===== src/rtl/pc_ctrl_pkg.sv =====
// Shared types for the fetch-stage PC sequencer: FSM states, redirect sources
// and default vectors.
package pc_ctrl_pkg;

  typedef enum logic [1:0] {
    ST_BOOT   = 2'd0,
    ST_RUN    = 2'd1,
    ST_WAIT   = 2'd2,
    ST_HALTED = 2'd3
  } state_e;

  // Encoding doubles as priority: higher value wins.
  typedef enum logic [1:0] {
    SRC_NONE   = 2'd0,
    SRC_JUMP   = 2'd1,
    SRC_BRANCH = 2'd2,
    SRC_EXC    = 2'd3
  } src_e;

  localparam logic [31:0] DEF_RESET_VEC = 32'h0000_0000;
  localparam logic [31:0] DEF_EXC_VEC   = 32'h0000_0080;

  function automatic logic src_ge(input src_e a, input src_e b);
    return (a >= b);
  endfunction

endpackage


===== src/rtl/pc_ctrl_if.sv =====
// Bus between the PC sequencer and its neighbours (pc register, hazard unit,
// ID-stage resolution, instruction memory).
interface pc_ctrl_if #(
  parameter int unsigned CNT_W = 16
);
  logic [31:0]      pc_cur;
  logic             branch_taken;
  logic [31:0]      branch_target;
  logic             jump;
  logic [31:0]      jump_target;
  logic             exc;
  logic             load_use;
  logic             halt;
  logic             imem_ready;
  logic [31:0]      pc_next;
  logic             pc_write;
  logic             ifid_write;
  logic             ifid_flush;
  logic             idex_flush;
  logic             imem_req;
  logic [CNT_W-1:0] stall_cnt;

  modport slave (
    input  pc_cur, branch_taken, branch_target, jump, jump_target,
           exc, load_use, halt, imem_ready,
    output pc_next, pc_write, ifid_write, ifid_flush, idex_flush,
           imem_req, stall_cnt
  );

  modport master (
    output pc_cur, branch_taken, branch_target, jump, jump_target,
           exc, load_use, halt, imem_ready,
    input  pc_next, pc_write, ifid_write, ifid_flush, idex_flush,
           imem_req, stall_cnt
  );
endinterface


===== src/rtl/pc_ctrl_redirect_pend.sv =====
// Holds a redirect that arrived while fetch could not act on it; a newer
// request of equal or higher priority replaces the held one.
module pc_redirect_pend
  import pc_ctrl_pkg::*;
(
  input  logic        clk,
  input  logic        reset,
  input  logic        capture,
  input  logic        clear,
  input  src_e        src_in,
  input  logic [31:0] target_in,
  output logic        pend_valid,
  output src_e        pend_src,
  output logic [31:0] pend_target
);
  logic        valid_q, valid_d;
  src_e        src_q, src_d;
  logic [31:0] target_q, target_d;

  always_comb begin
    valid_d  = valid_q;
    src_d    = src_q;
    target_d = target_q;
    if (clear) begin
      valid_d = 1'b0;
      src_d   = SRC_NONE;
    end else if (capture && (src_in != SRC_NONE) && src_ge(src_in, src_q)) begin
      valid_d  = 1'b1;
      src_d    = src_in;
      target_d = target_in;
    end
  end

  always_ff @(posedge clk or negedge reset) begin
    if (!reset) begin
      valid_q  <= 1'b0;
      src_q    <= SRC_NONE;
      target_q <= '0;
    end else begin
      valid_q  <= valid_d;
      src_q    <= src_d;
      target_q <= target_d;
    end
  end

  assign pend_valid  = valid_q;
  assign pend_src    = src_q;
  assign pend_target = target_q;
endmodule


===== src/rtl/pc_ctrl.sv =====
// Fetch-stage sequencer: picks the next-PC source and drives PC / IF/ID /
// ID/EX control, arbitrating redirects against stalls.
module pc_ctrl
  import pc_ctrl_pkg::*;
#(
  parameter logic [31:0] RESET_VEC = DEF_RESET_VEC,
  parameter logic [31:0] EXC_VEC   = DEF_EXC_VEC,
  parameter int unsigned CNT_W     = 16
) (
  input logic       clk,
  input logic       reset,
  pc_ctrl_if.slave  bus
);
  state_e           state_q, state_d;
  logic [CNT_W-1:0] stall_cnt_q, stall_cnt_d;

  src_e        new_src, eff_src, pend_src;
  logic [31:0] new_target, eff_target, pend_target, pc_seq;
  logic        pend_valid, capture, clear;
  logic [31:0] pc_next;
  logic        pc_write, ifid_write, ifid_flush, idex_flush, imem_req;

  assign pc_seq = bus.pc_cur + 32'd4;

  always_comb begin
    new_src    = SRC_NONE;
    new_target = '0;
    if (bus.exc) begin
      new_src    = SRC_EXC;
      new_target = EXC_VEC;
    end else if (bus.branch_taken) begin
      new_src    = SRC_BRANCH;
      new_target = bus.branch_target;
    end else if (bus.jump) begin
      new_src    = SRC_JUMP;
      new_target = bus.jump_target;
    end
  end

  // A fresh request beats the held one only at equal or higher priority.
  always_comb begin
    eff_src    = SRC_NONE;
    eff_target = '0;
    if ((new_src != SRC_NONE) && (!pend_valid || src_ge(new_src, pend_src))) begin
      eff_src    = new_src;
      eff_target = new_target;
    end else if (pend_valid) begin
      eff_src    = pend_src;
      eff_target = pend_target;
    end
  end

  always_comb begin
    state_d    = state_q;
    pc_next    = pc_seq;
    pc_write   = 1'b0;
    ifid_write = 1'b0;
    ifid_flush = 1'b0;
    idex_flush = 1'b0;
    imem_req   = 1'b0;
    capture    = 1'b0;
    clear      = 1'b0;
    unique case (state_q)
      ST_BOOT: begin
        pc_next    = RESET_VEC;
        pc_write   = 1'b1;
        ifid_flush = 1'b1;
        state_d    = ST_RUN;
      end
      ST_RUN, ST_WAIT: begin
        imem_req = 1'b1;
        if (!bus.imem_ready) begin
          capture = 1'b1;
          state_d = ST_WAIT;
        end else begin
          state_d = ST_RUN;
          clear   = 1'b1;
          if (eff_src != SRC_NONE) begin
            pc_next    = eff_target;
            pc_write   = 1'b1;
            ifid_flush = 1'b1;
            idex_flush = (eff_src == SRC_EXC);
          end else if (bus.load_use && (state_q == ST_RUN)) begin
            idex_flush = 1'b1;
          end else begin
            pc_write   = 1'b1;
            ifid_write = 1'b1;
          end
        end
        if (bus.halt) state_d = ST_HALTED;
      end
      ST_HALTED: begin
        capture = 1'b1;
        state_d = bus.halt ? ST_HALTED : ST_RUN;
      end
      default: state_d = ST_BOOT;
    endcase
    // Outputs are combinational, so they must also reflect reset immediately.
    if (!reset) begin
      pc_next    = RESET_VEC;
      pc_write   = 1'b0;
      ifid_write = 1'b0;
      ifid_flush = 1'b1;
      idex_flush = 1'b0;
      imem_req   = 1'b0;
      capture    = 1'b0;
      clear      = 1'b0;
    end
  end

  always_comb begin
    stall_cnt_d = stall_cnt_q;
    if (((state_q == ST_RUN) || (state_q == ST_WAIT)) && !pc_write &&
        (stall_cnt_q != '1))
      stall_cnt_d = stall_cnt_q + 1'b1;
  end

  always_ff @(posedge clk or negedge reset) begin
    if (!reset) begin
      state_q     <= ST_BOOT;
      stall_cnt_q <= '0;
    end else begin
      state_q     <= state_d;
      stall_cnt_q <= stall_cnt_d;
    end
  end

  pc_redirect_pend u_pend (
    .clk         (clk),
    .reset       (reset),
    .capture     (capture),
    .clear       (clear),
    .src_in      (new_src),
    .target_in   (new_target),
    .pend_valid  (pend_valid),
    .pend_src    (pend_src),
    .pend_target (pend_target)
  );

  assign bus.pc_next    = pc_next;
  assign bus.pc_write   = pc_write;
  assign bus.ifid_write = ifid_write;
  assign bus.ifid_flush = ifid_flush;
  assign bus.idex_flush = idex_flush;
  assign bus.imem_req   = imem_req;
  assign bus.stall_cnt  = stall_cnt_q;
endmodule


===== src/flat_wrapper.sv =====
// flat-port wrapper written by rule: the top's interface ports become plain ports
module pc_ctrl_flat import pc_ctrl_pkg::*;
#(
  parameter logic [31:0] RESET_VEC = DEF_RESET_VEC,
  parameter logic [31:0] EXC_VEC   = DEF_EXC_VEC,
  parameter int unsigned CNT_W     = 16
)
  (clk, reset, bus_pc_cur, bus_branch_taken, bus_branch_target, bus_jump, bus_jump_target, bus_exc, bus_load_use, bus_halt, bus_imem_ready, bus_pc_next, bus_pc_write, bus_ifid_write, bus_ifid_flush, bus_idex_flush, bus_imem_req, bus_stall_cnt);
  pc_ctrl_if #(.CNT_W(CNT_W)) bus_i ();
  input logic clk;
  input logic reset;
  input wire logic [$bits(bus_i.pc_cur)-1:0] bus_pc_cur;
  input wire logic [$bits(bus_i.branch_taken)-1:0] bus_branch_taken;
  input wire logic [$bits(bus_i.branch_target)-1:0] bus_branch_target;
  input wire logic [$bits(bus_i.jump)-1:0] bus_jump;
  input wire logic [$bits(bus_i.jump_target)-1:0] bus_jump_target;
  input wire logic [$bits(bus_i.exc)-1:0] bus_exc;
  input wire logic [$bits(bus_i.load_use)-1:0] bus_load_use;
  input wire logic [$bits(bus_i.halt)-1:0] bus_halt;
  input wire logic [$bits(bus_i.imem_ready)-1:0] bus_imem_ready;
  output wire logic [$bits(bus_i.pc_next)-1:0] bus_pc_next;
  output wire logic [$bits(bus_i.pc_write)-1:0] bus_pc_write;
  output wire logic [$bits(bus_i.ifid_write)-1:0] bus_ifid_write;
  output wire logic [$bits(bus_i.ifid_flush)-1:0] bus_ifid_flush;
  output wire logic [$bits(bus_i.idex_flush)-1:0] bus_idex_flush;
  output wire logic [$bits(bus_i.imem_req)-1:0] bus_imem_req;
  output wire logic [$bits(bus_i.stall_cnt)-1:0] bus_stall_cnt;
  assign bus_i.pc_cur = bus_pc_cur;
  assign bus_i.branch_taken = bus_branch_taken;
  assign bus_i.branch_target = bus_branch_target;
  assign bus_i.jump = bus_jump;
  assign bus_i.jump_target = bus_jump_target;
  assign bus_i.exc = bus_exc;
  assign bus_i.load_use = bus_load_use;
  assign bus_i.halt = bus_halt;
  assign bus_i.imem_ready = bus_imem_ready;
  assign bus_pc_next = bus_i.pc_next;
  assign bus_pc_write = bus_i.pc_write;
  assign bus_ifid_write = bus_i.ifid_write;
  assign bus_ifid_flush = bus_i.ifid_flush;
  assign bus_idex_flush = bus_i.idex_flush;
  assign bus_imem_req = bus_i.imem_req;
  assign bus_stall_cnt = bus_i.stall_cnt;
  pc_ctrl #(.RESET_VEC(RESET_VEC), .EXC_VEC(EXC_VEC), .CNT_W(CNT_W)) u_core (.clk(clk), .reset(reset), .bus(bus_i));
endmodule

===== config.mk =====
export PLATFORM = sky130hd
export DESIGN_NAME = pc_ctrl_flat
export DESIGN_NICKNAME = d
export VERILOG_FILES = /design/src/rtl/pc_ctrl_pkg.sv /design/src/rtl/pc_ctrl_if.sv /design/src/rtl/pc_ctrl_redirect_pend.sv /design/src/rtl/pc_ctrl.sv /design/src/flat_wrapper.sv
export SDC_FILE = /design/constraint.sdc
export NUM_CORES = 1
export LEC_CHECK = 0
export CORE_ASPECT_RATIO = 1.4
export CORE_MARGIN = 5
export CORE_UTILIZATION = 50
export CTS_BUF_LIST = sky130_fd_sc_hd__clkbuf_4 sky130_fd_sc_hd__clkbuf_8 sky130_fd_sc_hd__clkbuf_16
export DETAILED_ROUTE_END_ITERATION = 16
export PLACE_DENSITY = 0.85
export SLEW_MARGIN = 20
export SYNTH_ARGS = -nofsm -noshare
export SYNTH_HDL_FRONTEND = slang
export SYNTH_HIERARCHICAL = 1
export SYNTH_SLANG_ARGS = --single-unit

===== constraint.sdc =====
create_clock -name clk -period 7.82 [get_ports clk]
set_input_delay 1.173 -clock clk [delete_from_list [all_inputs] [get_ports clk]]
set_output_delay 1.173 -clock clk [all_outputs]
set_load 0.02 [all_outputs]

==> impl_metrics.py, run 1 <==
metrics = {
    "setup_path": {
        "cpMostUsedCell": "clkdlybuf4s50_1",
        "worstPathArrival_ns": 5.26,
        "timing_worst_setup_path_type": "input port to output port",
        "r2r_cells": 8,
        "critical_path.endpoint": "bus_pc_next[20]",
        "max_stage_delay_ns": 0.82,
        "path_cells": "clkdlybuf4s50_1, or2_2, ha_1, nand2_1, o211ai_1, o22ai_1, and3_1, nor2_1, a211oi_1, clkdlybuf4s50_1",
        "worstSetupPathDepth": 10,
        "cp_num_buf_inv": 2,
        "reg2reg_slack_ns": 4.74,
        "cp-end-kind": "output port",
        "cp_top_family": "simple AND/OR/NAND/NOR gates",
        "cp-start-kind": "input port",
        "critical-path-slowest-cell": "and3_1",
        "regToRegStartpoint": "u_core/state_q[0]",
        "r2r-end": "u_core/u_pend/pend_target[13]",
        "cp.required_ns": 6.65,
        "worstSetupStartpoint": "bus_branch_taken",
        "path_max_fanout": 25,
    },
    "cts": {
        "clk_pin_slew_worst_paths_ns": 0.08,
        "ctsHoldBuffers": 0,
        "cts-root-buf": "clkbuf_16",
        "cts_tree": "built",
        "cts_repair_resize_count": 0,
        "clockBufferDepth": 2,
        "post_cts_buffers": 0,
        "clk_latency_ns": 0.29,
        "cts_buffers": 5,
        "cts_num_sinks": 53,
        "htreeDepth": 2,
    },
    "power": {
        "p_seq_share_pct": 26.7,
        "switching_share_pct": 44.1,
        "power.switching_uw": 743,
        "leakage_uw": 0.00249,
        "p_comb_share_pct": 60.2,
        "internal_power_uw": 942,
        "clockPowerShare_pct": 13.2,
        "p_per_area_nw_per_um2": 272,
        "peakVddDrop_uv": 179,
    },
    "placed_design": {
        "portBuffers": 156,
        "place_hpwl_um": 10900,
        "place_congestion": 0.939,
    },
    "synthesis": {
        "syn_nets": 633,
        "synth-main-ff-cell": "dfrtp_1",
        "async_flop_share_pct": 100,
        "yosysTopAreaCell": "dfrtp_1",
        "yosysSeqAreaShare_pct": 29.7,
        "ys_ff_latch": 53,
        "syn-cell-area_um2": 4460,
        "yosys_warnings": 6,
        "synth_top_area_share_pct": 29.7,
        "synth_edf_count": 0,
        "synth.distinct_cells": 51,
        "synthCells": 519,
        "synthTopCellsByArea": "dfrtp_1 30%, mux2_4 10%, nor2_1 6.3%, a22oi_1 5.4%, nand3_1 4.8%",
        "avgSynthCellArea_um2": 8.60,
    },
    "floorplanning": {
        "die_x_um": 89.8,
        "coreArea_um2": 8660,
        "chipHeight_um": 122,
        "rows": 40,
        "ioPinCount": 157,
        "dieArea_um2": 10900,
        "start_util_pct": 51.5,
    },
    "global_route": {
        "grt_pass1_vias": 4807,
        "grt_use_total_pct": 25.4,
        "antenna_found_initial": 0,
        "grt_max_degree": 45,
        "grt_pass1_wl_um": 23100,
        "grt-ovfl-total": 0,
    },
    "worst_hold_path": {
        "hold_path_class": "flip-flop to flip-flop",
        "hold_path_depth": 1,
    },
    "final_layout": {
        "drive_gt1_share_pct": 10.8,
        "num_antenna_cells": 0,
        "fin_nets": 769,
        "final_cell_mix": "155 x clkdlybuf4s50_1, 74 x nor2_1, 53 x dfrtp_1",
        "post-route-util_pct": 71.6,
        "area_delta_synth_final_pct": 39.0,
        "layout_commonest_cell": "clkdlybuf4s50_1",
    },
    "sta": {
        "setup_viol": 0,
        "hold_viol_final": 0,
        "finClkSkew_ns": 0.0125,
        "fin_crit_sh_pct": 82.3,
        "period_needed_ns": 6.44,
        "rsz0062_at_grt": "no",
        "fmax_ghz": 0.155,
        "tightest_slew_ns": 1.16,
        "drv_slew": 0,
        "tns_ns": 0,
        "slew_headroom_pct": 22.9,
    },
    "drt": {
        "dr.pass1.iters": 5,
        "drt_wl_total_um": 14500,
        "via_count": 4608,
        "drt_iter0_drc": 304,
        "ant_nets": 0,
        "avgViaCountPerCell": 6.06,
        "drc_errors": 0,
        "wl_per_cell_um": 19.1,
    },
    "status": {
        "outcome": "finished, final reports clean",
    },
    "run": {
        "maxCapViolations": 0,
    },
}
-- flip-flops by register name (all words and copies together) (netlist names) --
signal                     count
u_core/u_pend/pend_target     32
u_core/bus.stall_cnt          16
u_core/state_q                 2
u_core/u_pend/pend_src         2
u_core/u_pend/pend_valid       1
-- metal layers --
metal	share of wire (%)	GRT usage (%)	wire length (um)
met1	38	28.0	5540
met2	53	47.3	7660
met3	6.5	5.31	948
met5	0	0	0
met4	2.4	9.45	348
-- cell usage after synthesis, types with 5 or more instances --
master / instances
nor2_1: 75
dfrtp_1: 53
nand3_1: 43
a22oi_1: 32
mux2_4: 30
a211oi_1: 28
nand2_1: 26
xnor2_1: 23
a21oi_1: 22
clkbuf_1: 21
xor2_1: 19
and3_1: 17
inv_1: 15
nor3_1: 11
buf_2: 10
ha_1: 10
nand4_1: 10
a311oi_1: 7
nand2b_1: 7
o21ai_0: 5
-- power by group through the flow --
stage	logic [uW]	clock network, uW	registers [uW]
after floorplan	640	0	431
after global placement	982	0	443
after detailed placement	1000	0	448
after CTS	1010	225	447
after global routing	1090	236	458
final	1010	222	449
-- worst min-delay path by stage --
stage / startpoint / to
6_report: u_core/bus.stall_cnt[9] / u_core/bus.stall_cnt[9]
3_3_place_gp: u_core/bus.stall_cnt[9] / u_core/bus.stall_cnt[9]
2_1_floorplan: u_core/u_pend/pend_target[11] / u_core/u_pend/pend_target[11]
5_1_grt: u_core/bus.stall_cnt[5] / u_core/bus.stall_cnt[5]
4_1_cts: u_core/bus.stall_cnt[9] / u_core/bus.stall_cnt[9]
3_5_place_dp: u_core/bus.stall_cnt[9] / u_core/bus.stall_cnt[9]
-- cell type report --
| cell class | instances | area, um2 |
|---|---|---|
| Fill cell | 678 | 2460 |
| Inverter | 15 | 56.3 |
| Clock inverter | 2 | 15.0 |
| Multi-Input combinational cell | 415 | 2910 |
| Tap cell | 105 | 131 |
| Clock buffer | 6 | 133 |
| Timing Repair Buffer | 165 | 1620 |
| Sequential cell | 53 | 1330 |
-- logic make-up (layout without fill, tap and decap cells) --
group / after synthesis / in the layout / synth area share [%]
simple gates: 211 / 211 / 23.9
compound gates: 118 / 118 / 19.0
flops: 53 / 53 / 29.7
buf+inv: 51 / 188 / 5.24
xor+xnor: 42 / 42 / 8.24
mux: 34 / 34 / 11.1
fa+ha+maj: 10 / 10 / 2.80
-- through the flow --
step / setup WS (ns) / hold WS [ns] / total power, uW / std cells / cell area (um2)
final: 1.38 / 0.502 / 1690 / 761 / 6200
after global routing: 1.09 / 0.519 / 1780 / 761 / 6200
after CTS: 1.44 / 0.508 / 1680 / 761 / 6200
after detailed placement: 1.47 / 0.493 / 1450 / 753 / 6050
after global placement: 1.59 / 0.476 / 1420 / 753 / 6050
after floorplan: 2.60 / 0.474 / 1070 / 519 / 4460
Power figures use the tool's default switching activity.
==> run 2, diff against run 1 <==
--- a/config.mk
+++ b/config.mk
@@ -7,10 +7,10 @@
 export LEC_CHECK = 0
 export CORE_ASPECT_RATIO = 1.4
 export CORE_MARGIN = 5
-export CORE_UTILIZATION = 50
+export CORE_UTILIZATION = 42
 export CTS_BUF_LIST = sky130_fd_sc_hd__clkbuf_4 sky130_fd_sc_hd__clkbuf_8 sky130_fd_sc_hd__clkbuf_16
 export DETAILED_ROUTE_END_ITERATION = 16
-export PLACE_DENSITY = 0.85
+export PLACE_DENSITY = 0.75
 export SLEW_MARGIN = 20
 export SYNTH_ARGS = -nofsm -noshare
 export SYNTH_HDL_FRONTEND = slang
==> constraint.sdc (replaced) <==
create_clock -name clk -period 5.5 [get_ports clk]
set_input_delay 0.825 -clock clk [delete_from_list [all_inputs] [get_ports clk]]
set_output_delay 0.825 -clock clk [all_outputs]
set_load 0.02 [all_outputs]
==> run 2 against run 1 <==
  * Setup slack worse by 1.1 ns
  * Hold slack worse by 0.00067 ns
  * Combinational power grew 50%
  * Sequential power rose by 34%
  * Critical endpoint is now bus_pc_next[19]
  * Critical path type unchanged
  * Highest routed layer unchanged
==> impl_metrics.py, run 2 (synthesized netlist as in run 1, its figures left out) <==
metrics = {
    "sta": {
        "tightest_slew_ns": 1.12,
        "setup_ws_ns": 0.307,
        "hold_slack_ns": 0.501,
        "rsz0062_at_grt": "no",
        "period_needed_ns": 5.19,
        "fin_crit_sh_pct": 94.4,
        "drv_slew": 0,
        "setup_viol": 0,
        "slew_headroom_pct": 25.1,
        "finClkSkew_ns": 0.00804,
        "hold_viol_final": 0,
        "tns_ns": 0,
        "fmax_ghz": 0.193,
    },
    "power": {
        "internal_power_uw": 1410,
        "peakVddDrop_uv": 191,
        "clockPowerShare_pct": 14.8,
        "leakage_uw": 0.00255,
        "p_comb_share_pct": 61.0,
        "power.switching_uw": 1080,
        "switching_share_pct": 43.4,
        "p_per_area_nw_per_um2": 393,
        "p_seq_share_pct": 24.2,
    },
    "setup_path": {
        "cp-start-kind": "input port",
        "path_max_fanout": 34,
        "worstPathArrival_ns": 4.37,
        "reg2reg_slack_ns": 2.88,
        "cp.required_ns": 4.68,
        "cp-end-kind": "output port",
        "regToRegStartpoint": "u_core/state_q[0]",
        "r2r_cells": 8,
        "worstSetupStartpoint": "bus_jump",
        "r2r-end": "u_core/u_pend/pend_target[14]",
        "timing_worst_setup_path_type": "input port to output port",
        "critical_path.endpoint": "bus_pc_next[19]",
    },
    "final_layout": {
        "drive_gt1_share_pct": 11.6,
        "post-route-util_pct": 60.8,
        "regArea_um2": 1330,
        "layout_commonest_cell": "clkdlybuf4s50_1",
        "stdcell_count": 800,
        "num_antenna_cells": 0,
        "fill_cells": 875,
        "largest_register_ffs": 32,
        "area_delta_synth_final_pct": 41.7,
        "fin_nets": 775,
        "final_cell_mix": "155 x clkdlybuf4s50_1, 74 x nor2_1, 53 x dfrtp_1",
        "multi_input_area_um2": 2910,
    },
    "cts": {
        "clk_pin_slew_worst_paths_ns": 0.07,
        "ctsHoldBuffers": 0,
        "cts_tree": "built",
        "cts_buffers": 5,
        "cts_repair_resize_count": 0,
        "clk_latency_ns": 0.29,
        "post_cts_buffers": 0,
        "clockBufferDepth": 2,
        "cts-root-buf": "clkbuf_16",
        "cts_num_sinks": 53,
        "htreeDepth": 2,
    },
    "drt": {
        "drc_errors": 0,
        "drt_wl_total_um": 15200,
        "via_count": 4613,
        "drt_iter0_drc": 270,
        "dr.pass1.iters": 5,
        "avgViaCountPerCell": 5.77,
        "wl_per_cell_um": 19.0,
        "ant_nets": 0,
    },
    "global_route": {
        "grt.met3_usage_pct": 4.92,
        "grt_pass1_wl_um": 24100,
        "antenna_found_initial": 0,
        "grt_pass1_vias": 4833,
        "grt_util_met1_pct": 25.7,
        "grt_max_degree": 37,
        "grt_use_total_pct": 22.9,
        "use_met2_pct": 42.5,
        "busiest_layer": "met2",
        "grt-ovfl-total": 0,
    },
    "floorplanning": {
        "ioPinCount": 157,
        "coreArea_um2": 10400,
        "dieArea_um2": 12800,
        "rows": 44,
        "die_x_um": 97.1,
        "start_util_pct": 42.9,
        "chipHeight_um": 132,
    },
    "placed_design": {
        "place_ws_ns": 0.368,
        "place_congestion": 0.940,
        "placed_cells": 792,
        "portBuffers": 156,
        "place_hpwl_um": 11300,
    },
    "status": {
        "outcome": "finished, final reports clean",
    },
    "run": {
        "maxCapViolations": 0,
    },
    "worst_hold_path": {
        "hold_path_class": "input port to async pin",
    },
}
-- run 2: cell types whose count changed in the layout (fill, tap and decap cells not counted), sizes merged --
cell and delta:
bufinv +1, clkinv +1, clkinvlp -2, buf +6
-- run 2: cell type report --
class | instances | area share, %
clock buffers | 6 | 2.10
clock inverters | 2 | 0.613
inverters | 15 | 0.891
multi-input cells | 415 | 46.1
flip-flops and latches | 53 | 21.0
well taps | 138 | 2.73
repair buffers | 171 | 26.6
-- run 2: worst max-delay path, cell delays in order --
cell,delay [ns]
clkdlybuf4s50_1,0.59
nor2b_2,0.21
nor2_1,0.07
ha_1,0.29
nand2b_1,0.19
a211oi_2,0.37
o22ai_1,0.15
buf_4,0.17
nand3_1,0.08
buf_4,0.36
a21oi_1,0.08
a211oi_1,0.30
clkdlybuf4s50_1,0.67
-- run 2: per-layer routing --
| layer | wire, um | vias up |
|---|---|---|
| li1 | - | 2175 |
| met1 | 5740 | 2190 |
| met2 | 7870 | 217 |
| met3 | 1140 | 31 |
| met4 | 427 | 0 |
| met5 | 0 | - |
-- run 2: power groups by stage --
stage,combinational [uW],clock (uW),sequential [uW]
2_1_floorplan,910,0,612
3_3_place_gp,1470,0,597
3_5_place_dp,1510,0,601
4_1_cts,1510,373,599
5_1_grt,1620,388,615
6_report,1510,368,601
-- run 2: how the worst min path moves through the flow --
stage                                  startpoint                             to  slack, ns
finish                                      reset   u_core/u_pend/pend_target[7]       0.50
global route         u_core/u_pend/pend_target[3]   u_core/u_pend/pend_target[3]       0.53
floorplan           u_core/u_pend/pend_target[11]  u_core/u_pend/pend_target[11]       0.47
CTS                      u_core/bus.stall_cnt[15]       u_core/bus.stall_cnt[15]       0.50
global placement         u_core/bus.stall_cnt[12]       u_core/bus.stall_cnt[12]       0.48
detailed placement  u_core/u_pend/pend_target[12]  u_core/u_pend/pend_target[12]       0.49
-- run 2: per-stage QoR --
step / area (um2) / power (uW)
finish: 6320 / 2480
global route: 6320 / 2620
CTS: 6320 / 2480
detailed placement: 6150 / 2110
global placement: 6150 / 2070
floorplan: 4460 / 1520
==> run 3, diff against run 2 <==
--- a/config.mk
+++ b/config.mk
@@ -5,7 +5,6 @@
 export SDC_FILE = /design/constraint.sdc
 export NUM_CORES = 1
 export LEC_CHECK = 0
-export CORE_ASPECT_RATIO = 1.4
 export CORE_MARGIN = 5
 export CORE_UTILIZATION = 42
 export CTS_BUF_LIST = sky130_fd_sc_hd__clkbuf_4 sky130_fd_sc_hd__clkbuf_8 sky130_fd_sc_hd__clkbuf_16
==> constraint.sdc (replaced) <==
create_clock -name clk -period 5.5 [get_ports clk]
set_input_delay 0.825 -clock clk [delete_from_list [all_inputs] [get_ports clk]]
set_output_delay 0.825 -clock clk [all_outputs]
set_load 0.05 [all_outputs]
==> run 3 against run 2 <==
  * Clock skew increased by 0.0032 ns
  * Hold slack about the same
  * Sequential share of layout area about the same
  * Sequential cell count unchanged
  * Total power increased by 10%
  * Non-clock buffer count unchanged
  * Count of clock-buffer cells in the layout decreased by 1
  * Largest cell class unchanged
==> impl_metrics.py, run 3 (synthesized netlist as in run 1, its figures left out) <==
metrics = {
    "status": {
        "outcome": "finished, final reports clean",
    },
    "drt": {
        "avgViaCountPerCell": 5.73,
        "ant_nets": 0,
        "drt_wl_total_um": 14200,
        "wl_per_cell_um": 17.8,
        "via_count": 4573,
        "dr.pass1.iters": 5,
        "drc_errors": 0,
        "drt_iter0_drc": 245,
    },
    "global_route": {
        "grt_use_total_pct": 21.7,
        "grt_pass1_wl_um": 22900,
        "grt_pass1_vias": 4647,
        "grt-ovfl-total": 0,
        "antenna_found_initial": 0,
        "grt_max_degree": 35,
    },
    "final_layout": {
        "final_cell_mix": "119 x clkdlybuf4s50_1, 74 x nor2_1, 53 x dfrtp_1",
        "drive_gt1_share_pct": 17.1,
        "regArea_um2": 1330,
        "area_delta_synth_final_pct": 41.8,
        "num_antenna_cells": 0,
        "largest_register_ffs": 32,
        "fin_nets": 775,
        "multi_input_area_um2": 2910,
        "layout_commonest_cell": "clkdlybuf4s50_1",
        "post-route-util_pct": 61.3,
        "fill_cells": 876,
    },
    "setup_path": {
        "reg2reg_slack_ns": 2.59,
        "timing_worst_setup_path_type": "input port to output port",
        "max_stage_delay_ns": 0.48,
        "cp-end-kind": "output port",
        "critical_path.endpoint": "bus_pc_next[14]",
        "r2r-end": "u_core/u_pend/pend_target[13]",
        "cpMostUsedCell": "buf_4",
        "cp-start-kind": "input port",
        "worstSetupStartpoint": "bus_branch_taken",
        "critical-path-slowest-cell": "clkdlybuf4s50_1",
        "regToRegStartpoint": "u_core/state_q[0]",
        "path_max_fanout": 15,
        "cp.required_ns": 4.68,
        "worstPathArrival_ns": 4.07,
        "path_cells": "clkdlybuf4s50_1, buf_4, or2_2, ha_1, a211oi_2, o22ai_1, nand3_1, buf_4, a31oi_1, a211oi_1, buf_4",
        "r2r_cells": 8,
    },
    "sta": {
        "hold_slack_ns": 0.501,
        "finClkSkew_ns": 0.0112,
        "hold_viol_final": 0,
        "rsz0062_at_grt": "no",
        "fin_crit_sh_pct": 89.0,
        "tightest_slew_ns": 0.874,
        "slew_headroom_pct": 41.5,
        "fmax_ghz": 0.204,
        "setup_viol": 0,
        "tns_ns": 0,
        "period_needed_ns": 4.90,
        "drv_slew": 0,
    },
    "worst_hold_path": {
        "hold_path_class": "flip-flop to flip-flop",
    },
    "floorplanning": {
        "rows": 37,
        "die_x_um": 113,
        "chipHeight_um": 113,
        "start_util_pct": 43.2,
        "dieArea_um2": 12800,
        "ioPinCount": 157,
        "coreArea_um2": 10300,
    },
    "cts": {
        "cts_num_sinks": 53,
        "cts-root-buf": "clkbuf_8",
        "clk_latency_ns": 0.32,
        "cts_buffers": 5,
        "clockBufferDepth": 2,
        "cts_tree": "built",
        "post_cts_buffers": 0,
        "htreeDepth": 2,
        "ctsHoldBuffers": 0,
        "clk_pin_slew_worst_paths_ns": 0.10,
        "cts_repair_resize_count": 0,
    },
    "power": {
        "peakVddDrop_uv": 314,
        "power.total_uw": 2730,
        "p_per_area_nw_per_um2": 432,
        "leakage_uw": 0.00262,
    },
    "placed_design": {
        "portBuffers": 156,
        "place_congestion": 0.907,
        "place_hpwl_um": 10700,
    },
    "run": {
        "maxCapViolations": 0,
    },
}
[run 3: cell types whose count changed in the layout (fill, tap and decap cells not counted), sizes merged]
cell / delta
buf: +36
inv: +1
clkdlybuf4s50: -36
clkbuf: -1
[run 3: worst max-delay path: cells and delay by family]
family	cells	cell delay, ns
fa+ha+maj	1	0.35
buf+inv	4	1.24
simple gates	2	0.70
compound gates	4	0.95
[run 3: per-layer routing]
metal / share of wire [%] / global-route usage, % / vias to the layer above
met5: 0 / 0 / -
met4: 2.0 / 6.57 / 0
met3: 7.7 / 5.78 / 23
met2: 47 / 35.3 / 192
met1: 44 / 28.2 / 2184
li1: - / - / 2174
[run 3: report_power, final]
group          internal, uW  leakage [uW]  switching [uW]  total (uW)
Clock                   140     0.0000603             148         288
Combinational           714       0.00187            1130        1840
Sequential              506      0.000693            98.3         604
[run 3: worst min-delay path by stage]
stage,start,end,slack [ns],cells past startpoint
after global routing,u_core/bus.stall_cnt[12],u_core/bus.stall_cnt[12],0.51,1
after floorplan,u_core/u_pend/pend_target[11],u_core/u_pend/pend_target[11],0.47,1
final,u_core/bus.stall_cnt[12],u_core/bus.stall_cnt[12],0.50,1
after global placement,u_core/bus.stall_cnt[15],u_core/bus.stall_cnt[15],0.48,1
after detailed placement,u_core/bus.stall_cnt[12],u_core/bus.stall_cnt[12],0.49,1
after CTS,u_core/bus.stall_cnt[12],u_core/bus.stall_cnt[12],0.50,1
[run 3: cell type report]
class | count | share of cell area, %
multi-input combinational | 415 | 46.1
timing repair buffer | 171 | 27.5
sequential | 53 | 21.0
tap | 136 | 2.69
clock buffer | 5 | 1.09
inverter | 15 | 0.890
clock inverter | 3 | 0.791
[run 3: stage by stage]
| stage | instances | setup WS (ns) | instance area, um2 |
|---|---|---|---|
| 2_1_floorplan | 519 | 0.326 | 4460 |
| 3_3_place_gp | 790 | 0.694 | 6210 |
| 3_5_place_dp | 790 | 0.648 | 6210 |
| 4_1_cts | 798 | 0.608 | 6330 |
| 5_1_grt | 798 | 0.342 | 6330 |
| 6_report | 798 | 0.603 | 6330 |
